`src/rtl/qpsk_stream_demapper_if.sv`:
```
// Symbol-in / word-out stream bundle for qpsk_stream_demapper.
// The master side is the symbol source plus word sink; the demapper sits on the slave side.
interface qpsk_stream_demapper_if #(
   parameter int SYM_W     = 16,
   parameter int DATA_BITS = 7
);
   logic signed [SYM_W-1:0] in_re;
   logic signed [SYM_W-1:0] in_im;
   logic                    in_sop;
   logic                    in_valid;
   logic                    in_ready;
   logic [DATA_BITS-1:0]    out_data;
   logic                    out_valid;
   logic                    out_ready;
   logic                    out_erase;

   modport master (
      output in_re, in_im, in_sop, in_valid, out_ready,
      input  in_ready, out_data, out_valid, out_erase
   );

   modport slave (
      input  in_re, in_im, in_sop, in_valid, out_ready,
      output in_ready, out_data, out_valid, out_erase
   );
endinterface

```
`src/rtl/qpsk_stream_demapper.sv`:
```
// Streaming QPSK hard-decision demapper: packs 2 sign bits per symbol, MSB first, into DATA_BITS words.
// Optional macro QPSK_ERASURE_EN adds a per-word low-magnitude erasure flag on out_erase.
module qpsk_stream_demapper #(
   parameter int SYM_W     = 16,
   parameter int DATA_BITS = 7,
   parameter int ERASE_THR = 256
) (
   input  logic                  clk,
   input  logic                  rst_n,
   qpsk_stream_demapper_if.slave bus,
   output logic [7:0]            drop_cnt
);

   localparam int SYMS   = (DATA_BITS + 1) / 2;
   localparam int WORD_W = 2 * SYMS;
   localparam int IDX_W  = (SYMS > 1) ? $clog2(SYMS) : 1;
   localparam logic [IDX_W-1:0] LAST_IDX = IDX_W'(SYMS - 1);

   typedef enum logic {COLLECT = 1'b0, FULL = 1'b1} state_t;

   state_t            state_reg;
   state_t            state_next;
   logic [IDX_W-1:0]  sym_idx_reg;
   logic [IDX_W-1:0]  sym_idx_next;
   logic [IDX_W-1:0]  eff_idx;
   logic [WORD_W-1:0] shift_reg;
   logic [WORD_W-1:0] shift_next;
   logic [DATA_BITS-1:0] out_data_reg;
   logic [7:0]        drop_cnt_reg;
   logic              out_valid;
   logic              in_ready;
   logic              accept;
   logic              realign;
   logic              word_done;
   logic [1:0]        sym_bits;

   // Input stalls only while a finished word waits for the sink.
   assign in_ready  = !(out_valid && !bus.out_ready);
   assign accept    = bus.in_valid && in_ready;
   assign realign   = accept && bus.in_sop && (sym_idx_reg != '0);
   assign eff_idx   = bus.in_sop ? '0 : sym_idx_reg;
   assign word_done = accept && (eff_idx == LAST_IDX);
   assign sym_bits  = {bus.in_im[SYM_W-1], bus.in_re[SYM_W-1]};

   // Each symbol slot owns one bit pair; a resync clears the stale partial word.
   for (genvar gi = 0; gi < SYMS; gi++) begin : g_slot
      localparam int HI = WORD_W - 1 - 2 * gi;
      assign shift_next[HI -: 2] = (accept && (eff_idx == IDX_W'(gi))) ? sym_bits :
                                   (accept && bus.in_sop)               ? 2'b00    :
                                                                          shift_reg[HI -: 2];
   end

   always_comb begin
      sym_idx_next = sym_idx_reg;
      if (accept) begin
         if (word_done) begin
            sym_idx_next = '0;
         end else begin
            sym_idx_next = eff_idx + 1'b1;
         end
      end
   end

   always_ff @(posedge clk) begin
      if (!rst_n) begin
         state_reg <= COLLECT;
      end else begin
         state_reg <= state_next;
      end
   end

   always_comb begin
      state_next = state_reg;
      case (state_reg)
         COLLECT: begin
            if (word_done) begin
               state_next = FULL;
            end
         end
         FULL: begin
            if (word_done) begin
               state_next = FULL;
            end else if (bus.out_ready) begin
               state_next = COLLECT;
            end
         end
         default: state_next = COLLECT;
      endcase
   end

   always_comb begin
      out_valid = 1'b0;
      if (state_reg == FULL) begin
         out_valid = 1'b1;
      end
   end

   always_ff @(posedge clk) begin
      if (!rst_n) begin
         sym_idx_reg  <= '0;
         shift_reg    <= '0;
         out_data_reg <= '0;
         drop_cnt_reg <= '0;
      end else begin
         sym_idx_reg <= sym_idx_next;
         shift_reg   <= shift_next;
         if (word_done) begin
            out_data_reg <= shift_next[WORD_W-1 -: DATA_BITS];
         end
         if (realign && (drop_cnt_reg != 8'hFF)) begin
            drop_cnt_reg <= drop_cnt_reg + 8'd1;
         end
      end
   end

   assign bus.in_ready  = in_ready;
   assign bus.out_valid = out_valid;
   assign bus.out_data  = out_data_reg;
   assign drop_cnt      = drop_cnt_reg;

`ifdef QPSK_ERASURE_EN
   localparam bit ODD_BITS = (DATA_BITS % 2) != 0;
   localparam logic [SYM_W:0] THR = (SYM_W + 1)'(ERASE_THR);

   logic signed [SYM_W:0] re_ext;
   logic signed [SYM_W:0] im_ext;
   logic [SYM_W:0]        re_mag;
   logic [SYM_W:0]        im_mag;
   logic                  last_odd;
   logic                  sym_low;
   logic                  erase_acc_reg;
   logic                  erase_acc_next;
   logic                  out_erase_reg;

   // One extra bit keeps the most-negative sample's magnitude representable.
   assign re_ext   = {bus.in_re[SYM_W-1], bus.in_re};
   assign im_ext   = {bus.in_im[SYM_W-1], bus.in_im};
   assign re_mag   = re_ext[SYM_W] ? $unsigned(-re_ext) : $unsigned(re_ext);
   assign im_mag   = im_ext[SYM_W] ? $unsigned(-im_ext) : $unsigned(im_ext);
   assign last_odd = ODD_BITS && (eff_idx == LAST_IDX);
   assign sym_low  = (im_mag < THR) || ((re_mag < THR) && !last_odd);

   always_comb begin
      erase_acc_next = erase_acc_reg;
      if (accept) begin
         erase_acc_next = ((eff_idx == '0) ? 1'b0 : erase_acc_reg) | sym_low;
      end
   end

   always_ff @(posedge clk) begin
      if (!rst_n) begin
         erase_acc_reg <= 1'b0;
         out_erase_reg <= 1'b0;
      end else begin
         erase_acc_reg <= erase_acc_next;
         if (word_done) begin
            out_erase_reg <= erase_acc_next;
         end
      end
   end

   assign bus.out_erase = out_erase_reg;
`else
   logic unused_cfg;
   assign unused_cfg    = ^{bus.in_re[SYM_W-2:0], bus.in_im[SYM_W-2:0], ERASE_THR};
   assign bus.out_erase = 1'b0;
`endif

endmodule

```
`src/flat_wrapper.sv`:
```
// flat-port wrapper written by rule: the top's interface ports become plain ports
module qpsk_stream_demapper_flat 
#(
   parameter int SYM_W     = 16,
   parameter int DATA_BITS = 7,
   parameter int ERASE_THR = 256
)
  (clk, rst_n, drop_cnt, bus_in_re, bus_in_im, bus_in_sop, bus_in_valid, bus_out_ready, bus_in_ready, bus_out_data, bus_out_valid, bus_out_erase);
  qpsk_stream_demapper_if #(.SYM_W(SYM_W), .DATA_BITS(DATA_BITS)) bus_i ();
  input  logic clk;
  input  logic rst_n;
  output logic [7:0] drop_cnt;
  input wire logic [$bits(bus_i.in_re)-1:0] bus_in_re;
  input wire logic [$bits(bus_i.in_im)-1:0] bus_in_im;
  input wire logic [$bits(bus_i.in_sop)-1:0] bus_in_sop;
  input wire logic [$bits(bus_i.in_valid)-1:0] bus_in_valid;
  input wire logic [$bits(bus_i.out_ready)-1:0] bus_out_ready;
  output wire logic [$bits(bus_i.in_ready)-1:0] bus_in_ready;
  output wire logic [$bits(bus_i.out_data)-1:0] bus_out_data;
  output wire logic [$bits(bus_i.out_valid)-1:0] bus_out_valid;
  output wire logic [$bits(bus_i.out_erase)-1:0] bus_out_erase;
  assign bus_i.in_re = bus_in_re;
  assign bus_i.in_im = bus_in_im;
  assign bus_i.in_sop = bus_in_sop;
  assign bus_i.in_valid = bus_in_valid;
  assign bus_i.out_ready = bus_out_ready;
  assign bus_in_ready = bus_i.in_ready;
  assign bus_out_data = bus_i.out_data;
  assign bus_out_valid = bus_i.out_valid;
  assign bus_out_erase = bus_i.out_erase;
  qpsk_stream_demapper #(.SYM_W(SYM_W), .DATA_BITS(DATA_BITS), .ERASE_THR(ERASE_THR)) u_core (.clk(clk), .rst_n(rst_n), .bus(bus_i), .drop_cnt(drop_cnt));
endmodule
```
`config.mk`:
```
export PLATFORM = sky130hd
export DESIGN_NAME = qpsk_stream_demapper_flat
export DESIGN_NICKNAME = d
export VERILOG_FILES = /design/src/rtl/qpsk_stream_demapper_if.sv /design/src/rtl/qpsk_stream_demapper.sv /design/src/flat_wrapper.sv
export SDC_FILE = /design/constraint.sdc
export NUM_CORES = 1
export LEC_CHECK = 0
export ABC_CLOCK_PERIOD_IN_PS = 4400
export CAP_MARGIN = 5
export CORE_UTILIZATION = 45
export CTS_BUF_LIST = sky130_fd_sc_hd__clkbuf_4 sky130_fd_sc_hd__clkbuf_8
export CTS_CLUSTER_SIZE = 20
export DETAILED_ROUTE_END_ITERATION = 10
export PLACE_DENSITY = 0.87
export SYNTH_ARGS = -nofsm -noshare
export SYNTH_HDL_FRONTEND = slang
export SYNTH_SLANG_ARGS = --single-unit
```
`constraint.sdc`:
```
create_clock -name clk -period 4.4 [get_ports clk]
set_clock_uncertainty 0.1 [all_clocks]
set_input_delay 0.66 -clock clk [delete_from_list [all_inputs] [get_ports clk]]
set_output_delay 0.66 -clock clk [all_outputs]
set_load 0.01 [all_outputs]
```
==> impl_metrics.py <==
metrics = {
    "status": {
        "status": "complete, no violations",
    },
    "setup_path": {
        "crit_arrival_ns": 1.95,
        "cp_slowest_cell": "clkdlybuf4s50_1",
        "critPathKind": "in -> out",
        "cp_num_buf_inv": 3,
        "path_max_fanout": 9,
        "cp.depth": 4,
        "crit_path_start_kind": "input port",
        "critPathCaptureType": "primary output",
        "worstPathCellList": "clkdlybuf4s50_1 > nor2b_4 > clkinv_2 > clkdlybuf4s50_1",
        "crit_path_max_incr_delay_ns": 0.52,
        "ff2ff_path_depth": 4,
        "required_ns": 3.64,
        "cpMostUsedCell": "clkdlybuf4s50_1",
        "cp_top_family": "buffers and inverters",
    },
    "die": {
        "initial_core_util_pct": 47.3,
        "ioPinCount": 55,
        "die_area_mm2": 0.00279,
        "die_h_um": 52.8,
        "fp-row-count": 18,
        "die_x_um": 52.8,
        "design.core.area_mm2": 0.00245,
    },
    "placement": {
        "dp_hpwl_um": 1580,
        "dp_cells": 174,
        "placed_area_mm2": 0.00138,
        "io_buffers": 23,
        "gp_congestion": 0.850,
    },
    "yosys": {
        "synthFlopType": "dfxtp_1",
        "synth.area.top_cells": "dfxtp_1 (41%), mux2i_1 (7.8%), a21oi_1 (5.6%)",
        "synth_area_leader_cell": "dfxtp_1",
        "yosysSeqAreaShare_pct": 41.3,
        "synth_edf_count": 0,
        "yosys-top-cells-count": "dfxtp_1 (24), nand2_1 (14), a21oi_1 (13), nor2_1 (12), mux2i_1 (9)",
        "synthAdderAreaFrac_pct": 1.08,
        "yosysWarnings": 0,
        "netlist_instances": 130,
        "synth_top_cell_area_share_pct": 41.3,
        "synth_area_mm2": 0.00116,
        "synth_compound_area_share_pct": 15.0,
        "synth_xor_xnor_area_share_pct": 0,
        "syn_area_per_cell_um2": 8.94,
        "synth_top_family_by_area": "simple AND/OR/NAND/NOR gates",
        "ys_ff_latch": 24,
        "synth_fp_nets": 168,
        "ys_types": 36,
        "synth.area.mux_share_pct": 7.75,
        "yosysMostFrequentCell": "dfxtp_1",
        "synthSimpleGateAreaFrac_pct": 28.4,
        "ys_async_sr_fraction_pct": 0,
    },
    "routing": {
        "drt_pass1_iterations": 4,
        "final_antenna_net_count": 0,
        "drt-total-wl_um": 2300,
        "via_per_inst": 5.59,
        "vias": 989,
        "post_drt_wl_per_cell_um": 13.0,
        "drt_iter0_drc": 23,
        "drc": 0,
    },
    "final_layout": {
        "layout-drive-gt1-share_pct": 8.16,
        "nets": 187,
        "largest_reg_flops": 8,
        "fin_area_mm2": 0.00140,
        "final_cells": 177,
        "n_fill_cell": 217,
        "syn2layout_area_growth_pct": 20.5,
        "n_antenna_cell": 0,
    },
    "global_routing": {
        "antenna_found_initial": 0,
        "grt_pass1_vias": 931,
        "grt_max_degree": 24,
        "grtUsageTotal_pct": 18.9,
        "grt_pass1_wl_um": 3900,
        "overflow": 0,
    },
    "clock_tree": {
        "insertion_delay_ns": 0.31,
        "cts_resized": 0,
        "cts_hold_buf": 0,
        "cts_buffers": 3,
        "clkTransAtPathRegs_ns": 0.11,
        "cts_tree": "built",
        "postCtsSetupRepairBufs": 0,
        "htree_num_levels": 1,
        "cts_buffer_depth": 2,
        "cts.sinks": 24,
        "cts-root-buf": "clkbuf_4",
    },
    "sta": {
        "fin_setup_tns_ns": 0,
        "period_share_pct": 61.7,
        "grt_setup_unrepaired": "false",
        "final-hold-violation-count": 0,
        "fmax_ghz": 0.369,
        "fin_worst_hold_slack_ns": 0.380,
        "drv_slew": 0,
        "tightest_slew_ns": 1.09,
        "final.min_clock_period_ns": 2.71,
        "setup_violations": 0,
        "slew_headroom_pct": 27.0,
    },
    "power_and_ir_drop": {
        "cellPowerDensity_mw_per_mm2": 248,
        "ir_drop_uv": 239,
        "sw_frac_of_total_pct": 23.3,
        "comb_power_share_pct": 8.8,
        "seqPwrFrac_pct": 64.6,
        "leakage_nw": 0.451,
        "p_int_mw": 0.267,
        "power.net_switching_mw": 0.0811,
        "clkPwrFrac_pct": 26.6,
    },
    "worst_hold_path": {
        "worstHoldPathType": "reg -> reg",
        "hold_path_depth": 2,
    },
    "job": {
        "drv_cap": 0,
    },
}
==> final timing paths <==
path | start | endpoint | slack, ns
worst min-delay path | u_core.bus.out_data[0]$_SDFFE_PN0P_ | u_core.bus.out_data[0]$_SDFFE_PN0P_ | 0.38
worst min register to register | u_core.bus.out_data[0]$_SDFFE_PN0P_ | u_core.bus.out_data[0]$_SDFFE_PN0P_ | 0.38
worst max-delay path | bus_out_ready | bus_in_ready | 1.69
worst max register to register | u_core.sym_idx_reg[0]$_SDFFE_PN0P_ | u_core.bus.out_data[1]$_SDFFE_PN0P_ | 2.32
==> cells in the final DEF (no fill, tap or decap), drive strengths merged <==
cell           netlist  routed
clkinv               1       1
nor2                14      14
a21o                 4       4
a211oi               1       1
inv                  2       2
or3b                 1       1
o41ai                2       2
or4                  4       4
or3                  2       2
nand2               14      14
o211ai               1       1
clkbuf               2       3
o31ai                3       3
nand4                5       5
mux2i                9       9
o311ai               1       1
and2                 1       1
nand3                3       3
nand4b               1       1
nor2b                3       3
dfxtp               24      24
nor4b                2       2
o21ai                3       3
a21oi               13      13
or2b                 2       2
conb                 1       1
nand2b               2       2
and4                 1       1
clkdlybuf4s50        0      23
ha                   1       1
==> metal layers <==
metal / GRT usage [%] / vias to the layer above / part of all wire (%)
met5: 0 / - / 0
met4: 5.70 / 0 / 0.57
met3: 5.51 / 2 / 4.5
met2: 31.4 / 22 / 49
met1: 23.1 / 467 / 46
li1: - / 498 / -
==> through the flow <==
| step | total power [mW] | worst slack, ns | utilization [%] |
|---|---|---|---|
| 6_report | 0.348 | 1.69 | 57.0 |
| 5_1_grt | 0.364 | 1.65 | 57.0 |
| 4_1_cts | 0.352 | 1.68 | 57.0 |
| 3_5_place_dp | 0.260 | 1.49 | 56.1 |
| 3_3_place_gp | 0.259 | 1.52 | 56.1 |
| 2_1_floorplan | 0.250 | 2.66 | - |
==> kinds of logic after synthesis <==
family	Yosys count
flip-flops	24
buffers and inverters	12
AND/OR/NAND/NOR	55
other	1
adder cells (fa/ha/maj)	1
AO/OA/AOI/OAI	28
multiplexers	9
==> worst min-delay path: stages (launching register included) <==
cell and delay, ns:
dfxtp_1 0.33, nand2b_1 0.06, a21oi_1 0.06
==> power groups by stage <==
stage          registers (mW)  clock network [mW]  logic [mW]
3_3_place_gp            0.229                   0      0.0293
2_1_floorplan           0.228                   0      0.0224
3_5_place_dp            0.230                   0      0.0304
6_report                0.225              0.0924      0.0305
4_1_cts                 0.225              0.0968      0.0305
5_1_grt                 0.226               0.105      0.0339
==> layout make-up <==
type	count	area (um^2)	share of cell area [%]
Sequential cell	24	480	34.3
Tap cell	30	37.5	2.68
Inverter	3	12.5	0.894
Clock buffer	3	22.5	1.61
Multi-Input combinational cell	94	617	44.1
Timing Repair Buffer	23	230	16.4
Power figures use the tool's default switching activity.
